<file path="config.mk">
export PLATFORM = sky130hd
export DESIGN_NAME = multiplier_unit
export DESIGN_NICKNAME = d
export VERILOG_FILES = /design/src/rtl/mul_pkg.sv /design/src/rtl/mul_pipe_reg.sv /design/src/rtl/multiplier_unit.sv
export SDC_FILE = /design/constraint.sdc
export NUM_CORES = 2
export LEC_CHECK = 0
export CORE_UTILIZATION = 50
export DETAILED_ROUTE_END_ITERATION = 10
export DONT_BUFFER_PORTS = 1
export PLACE_DENSITY = 0.68
export SYNTH_ARGS = -nofsm -noshare
export SYNTH_HDL_FRONTEND = slang
export SYNTH_HIERARCHICAL = 1
export SYNTH_SLANG_ARGS = --single-unit
</file>
<file path="constraint.sdc">
create_clock -name CLK_0 -period 8.1 [get_ports CLK_0]
set_input_delay 2.43 -clock CLK_0 [delete_from_list [all_inputs] [get_ports CLK_0]]
set_output_delay 2.43 -clock CLK_0 [all_outputs]
set_load 0.05 [all_outputs]
</file>
<file path="src/rtl/mul_pkg.sv">
// Shared definitions for the multiplier unit: op encodings, default
// parameters and helpers that decide operand signedness per op.
package mul_pkg;

    typedef enum logic [1:0] {
        OP_MUL    = 2'b00,
        OP_MULH   = 2'b01,
        OP_MULHSU = 2'b10,
        OP_MULHU  = 2'b11
    } mul_op_e;

    localparam int XLEN_DEFAULT   = 32;
    localparam int STAGES_DEFAULT = 3;
    localparam int TAG_W_DEFAULT  = 5;

    // rs1 is treated as signed for MULH and MULHSU
    function automatic logic a_is_signed(mul_op_e op);
        return (op == OP_MULH) || (op == OP_MULHSU);
    endfunction

    // rs2 is treated as signed only for MULH
    function automatic logic b_is_signed(mul_op_e op);
        return (op == OP_MULH);
    endfunction

endpackage

</file>
<file path="src/rtl/mul_pipe_reg.sv">
// One pipeline stage: valid bit, sideband tag and data word with hold and
// clear. Clear kills only the valid bit; data and tag are don't-care then.
module mul_pipe_reg
    import mul_pkg::*;
#(
    parameter int TAG_W  = TAG_W_DEFAULT,
    parameter int DATA_W = XLEN_DEFAULT
) (
    input  logic              clk,
    input  logic              rst_n,
    input  logic              hold,
    input  logic              clear,
    input  logic              valid_d,
    input  logic [TAG_W-1:0]  tag_d,
    input  logic [DATA_W-1:0] data_d,
    output logic              valid_q,
    output logic [TAG_W-1:0]  tag_q,
    output logic [DATA_W-1:0] data_q
);

    // Stage register: clear beats hold, hold beats load
    always_ff @(posedge clk or negedge rst_n) begin
        if (!rst_n) begin
            valid_q <= 1'b0;
            tag_q   <= '0;
            data_q  <= '0;
        end else if (clear) begin
            valid_q <= 1'b0;
        end else if (!hold) begin
            valid_q <= valid_d;
            tag_q   <= tag_d;
            data_q  <= data_d;
        end
    end

endmodule

</file>
<file path="src/rtl/multiplier_unit.sv">
// Pipelined RISC-V style multiplier (MUL/MULH/MULHSU/MULHU) with a
// valid/ready interface, global enable, flush and a sideband tag.
// The product is formed in front of stage 1; later stages only carry the
// selected result so they can be retimed into DSP pipeline registers.
module multiplier_unit
    import mul_pkg::*;
#(
    parameter int XLEN   = XLEN_DEFAULT,
    parameter int STAGES = STAGES_DEFAULT,
    parameter int TAG_W  = TAG_W_DEFAULT
) (
    input  logic             CLK_0,
    input  logic             RESETN_0,
    input  logic             CE_0,
    input  logic             FLUSH_0,
    input  logic             IN_VALID_0,
    output logic             IN_READY_0,
    input  logic [1:0]       OP_0,
    input  logic [XLEN-1:0]  A_0,
    input  logic [XLEN-1:0]  B_0,
    input  logic [TAG_W-1:0] TAG_0,
    output logic             OUT_VALID_0,
    input  logic             OUT_READY_0,
    output logic [XLEN-1:0]  P_0,
    output logic [TAG_W-1:0] OUT_TAG_0,
    output logic             BUSY_0
);

    // Picks the low word for MUL and the high word for the MULH family
    function automatic logic [XLEN-1:0] select_result(mul_op_e op,
                                                      logic [2*XLEN-1:0] prod);
        return (op == OP_MUL) ? prod[XLEN-1:0] : prod[2*XLEN-1:XLEN];
    endfunction

    mul_op_e                op;
    logic [XLEN:0]          a_ext;
    logic [XLEN:0]          b_ext;
    logic signed [2*XLEN-1:0] a_wide;
    logic signed [2*XLEN-1:0] b_wide;
    logic signed [2*XLEN-1:0] prod;

    logic                   stall;
    logic                   clear;
    logic                   accept;

    // Index 0 is the stage-1 input; index s is the output of stage s.
    logic [STAGES:0]        vld_p;
    logic [TAG_W-1:0]       tag_p [STAGES+1];
    logic [XLEN-1:0]        res_p [STAGES+1];

    // Operand extension to XLEN+1 bits, then the multiply. Bits of the full
    // 2*XLEN+2 product above 2*XLEN are never selected, so the product is
    // formed modulo 2^(2*XLEN), which keeps the selected bits exact.
    always_comb begin
        op     = mul_op_e'(OP_0);
        a_ext  = {a_is_signed(op) & A_0[XLEN-1], A_0};
        b_ext  = {b_is_signed(op) & B_0[XLEN-1], B_0};
        a_wide = {{(XLEN-1){a_ext[XLEN]}}, a_ext};
        b_wide = {{(XLEN-1){b_ext[XLEN]}}, b_ext};
        prod   = a_wide * b_wide;
    end

    // Handshake and pipeline control; ready is forced low while in reset
    always_comb begin
        stall      = (vld_p[STAGES] & ~OUT_READY_0) | ~CE_0;
        clear      = CE_0 & FLUSH_0;
        IN_READY_0 = RESETN_0 & CE_0 & ~stall & ~FLUSH_0;
        accept     = IN_VALID_0 & IN_READY_0;
    end

    assign vld_p[0] = accept;
    assign tag_p[0] = TAG_0;
    assign res_p[0] = select_result(op, prod);

    for (genvar s = 1; s <= STAGES; s++) begin : g_stage
        mul_pipe_reg #(
            .TAG_W  (TAG_W),
            .DATA_W (XLEN)
        ) u_stage (
            .clk     (CLK_0),
            .rst_n   (RESETN_0),
            .hold    (stall),
            .clear   (clear),
            .valid_d (vld_p[s-1]),
            .tag_d   (tag_p[s-1]),
            .data_d  (res_p[s-1]),
            .valid_q (vld_p[s]),
            .tag_q   (tag_p[s]),
            .data_q  (res_p[s])
        );
    end

    assign OUT_VALID_0 = vld_p[STAGES];
    assign P_0         = res_p[STAGES];
    assign OUT_TAG_0   = tag_p[STAGES];
    assign BUSY_0      = |vld_p[STAGES:1];

endmodule
</file>
==> flow_summary.toml <==
[job]
maxCapViolCount = 0

[route]
dr.pass1.iters = 8
wire_per_inst_um = 19.74
via_per_inst = 5.298
wirelength_um = 115600
ant_nets = 0
vias = 31028
drc = 0
first_iter_violations = 1769

[yosys]
yosys_warnings = 6
synthCells = 4584
syn-num-nets = 6000
synth-edff-count = 0
syn_area_mm2 = 0.04316
synth.distinct_cells = 72
async_flop_share_pct = 100.0
yosysTopAreaCellShare_pct = 52.18
synth.most_common_cell = "inv_1"
avgSynthCellArea_um2 = 9.415
ys_ff_latch = 114
synth_common_cells = "inv_1 (1195), fa_1 (1125), nand2_1 (832), and2_1 (274), clkbuf_1 (223)"
synth_area_leader_cell = "fa_1"
synth.area.top_cells = "fa_1 (52%), inv_1 (10%), nand2_1 (7.2%), dfrtp_1 (6.6%), ha_1 (6.2%)"
ys_dominant_reg_cell = "dfrtp_1"
yosysSeqAreaShare_pct = 6.610

[timing]
period_share_pct = 119.3
maxSlewHeadroom_pct = 38.32
rsz0062_at_grt = "yes"
max_freq_mhz = 103.5
layout_setup_ws_ns = -1.566
tightest_slew_ns = 0.9252
hold_viol_final = 0
fin_skew_ns = 0.01092
final_max_slew_viol_count = 0
setup_viol = 32
fin_tns_setup_ns = -40.07
finalCriticalPeriod_ns = 9.666

[floorplan]
rows = 107
ios = 117
die_width_um = 295.8
die_area_mm2 = 0.08749
die_y_um = 295.8
initial_core_util_pct = 50.61
core-area_mm2 = 0.08528

[place]
io_buffer_count = 0
place_congestion = 0.9305
pre_cts_slack_ns = -2.037
dp_hpwl_um = 90340

[grt]
use_met3_pct = 3.597
gr-usage-met2_pct = 49.35
grt_pass1_vias = 35370
grt-ovfl-total = 0
antenna_found_initial = 1
grt_pass1_wl_um = 188800
grt_max_degree = 116
grt_usage_pct = 27.91
grt.busiest_layer = "met2"
met1_usage_pct = 34.21

[worst_hold_path]
min_to = "g_stage[1].u_stage/tag_q[1]"
min_path_cells = 1
holdCritStartpoint = "g_stage[1].u_stage/tag_q[1]"
hold_path_class = "flip-flop to flip-flop"

[worst_setup_path]
reg2reg_depth = 5
cp.depth = 33
startpoint_type = "primary input"
slowest_stage = "fa_2"
crit_fanout = 6
worstPathRequired_ns = 8.40
end_kind = "flip-flop"
critPathMostFrequentCell = "buf_4"
r2r-end = "g_stage[1].u_stage/tag_q[2]"
crit_family = "adder cells"
critPathMaxStageDelay_ns = 0.62
reg2reg_slack_ns = 5.89
arrival_ns = 9.96
r2r-start = "g_stage[3].u_stage/valid_q"
worst-path-buf-inv = 15
worst-setup-path-type = "primary input to flip-flop"

[clock_network]
insertion_delay_ns = 0.41
clockRootBuffer = "clkbuf_16"
clock_path_buffers = 2
path_clk_slew_ns = 0.06
htree_num_levels = 4
cts_tree = "built"
numClockSinks = 114
cts_hold_buf = 0
cts_buffers = 17

[cells_and_area]
antenna_cells = 0
layout.nets = 6115
fin_util_pct = 56.26
area_delta_synth_final_pct = 11.17
layout-drive-gt1-share_pct = 15.22
num-fill-cells = 7448

[outcome]
violations = "setup timing"
status = "finished, violations left"
worst max-delay path by stage:
stage                 start                            end  slack, ns
global placement    OP_0[1]  g_stage[1].u_stage/data_q[30]      -1.91
CTS                 OP_0[1]  g_stage[1].u_stage/data_q[30]      -1.44
finish              OP_0[1]  g_stage[1].u_stage/data_q[17]      -1.57
detailed placement  OP_0[1]  g_stage[1].u_stage/data_q[28]      -2.04
global route        OP_0[1]  g_stage[1].u_stage/data_q[28]      -1.79
floorplan           OP_0[1]  g_stage[1].u_stage/data_q[28]      -1.90
state kept, by name (all words and copies together), names as in the netlist:
| signal | flops |
|---|---|
| g_stage.u_stage/tag_q | 15 |
| g_stage.u_stage/data_q | 96 |
| g_stage.u_stage/valid_q | 3 |
logic make-up (layout without fill, tap and decap cells):
family / after synthesis / in the layout / share of synthesized area, %
DFF: 114 / 114 / 6.610
and+or+nand+nor: 1275 / 1275 / 13.36
muxes: 119 / 119 / 3.870
xor gates and xnor gates: 75 / 75 / 1.522
AOI/OAI and AO/OA: 229 / 229 / 3.598
buffers and inverters: 1433 / 1561 / 12.65
adders and majority gates: 1339 / 1339 / 58.39
area by class of cell:
type                    count  area (um2)  share of cell area (%)
repair buffers            333        2666                   5.557
clock buffers              21       450.4                  0.9388
flip-flops and latches    114        2853                   5.946
multi-input cells        3037       35960                   74.95
clock inverters            11       88.84                  0.1852
well taps                1144        1431                   2.983
inverters                1196        4528                   9.438
timing repair:
item                                   CTS  global route
gates resized for setup                113            96
setup endpoints to repair               32            32
pin swaps                              164            98
endpoints found under the hold margin    0             0
buffers inserted                        27            29
stage by stage:
step	cells	hold WS, ns	area, um2
after floorplan	4584	0.4541	43810
after global placement	5773	0.4674	46180
after detailed placement	5773	0.4708	46180
after CTS	5832	0.4835	47390
after global routing	5856	0.4988	47980
final	5856	0.4803	47980
worst reg2reg max path, stage by stage, from the launching register on:
cell and delay, ns:
dfrtp_1 0.58, inv_1 0.12, o21ai_1 0.06, buf_4 0.20, nor2_8 0.70, mux2_2 0.43
metal layers:
| metal | share of wire, % | up-vias |
|---|---|---|
| met1 | 39 | 16278 |
| met4 | 4.9 | 0 |
| met5 | 0 | - |
| met2 | 51 | 1096 |
| li1 | - | 13323 |
| met3 | 5.9 | 331 |
placed cells by master, fill, tap and decap left out, types with 12 or more instances in the layout:
cell type,synthesis,routed
dfrtp_1,114,114
and2_1,274,258
nand2_2,1,14
inv_1,1195,1150
nand2_1,832,812
inv_2,0,37
xnor2_1,47,42
buf_6,10,21
mux2_4,90,92
fa_1,1125,1095
and2_4,0,16
fa_2,0,30
buf_4,0,305
a21o_1,40,40
and3_1,23,16
o21ai_1,21,25
nor2_1,61,59
clkbuf_16,0,17
nand3_1,15,12
a21oi_1,63,40
a21oi_2,1,19
o21ai_0,34,21
xor2_1,28,25
ha_4,0,27
ha_1,214,187
Power is not shown: default switching activity piles up to over one toggle a cycle in this logic, so the estimate is an artifact.
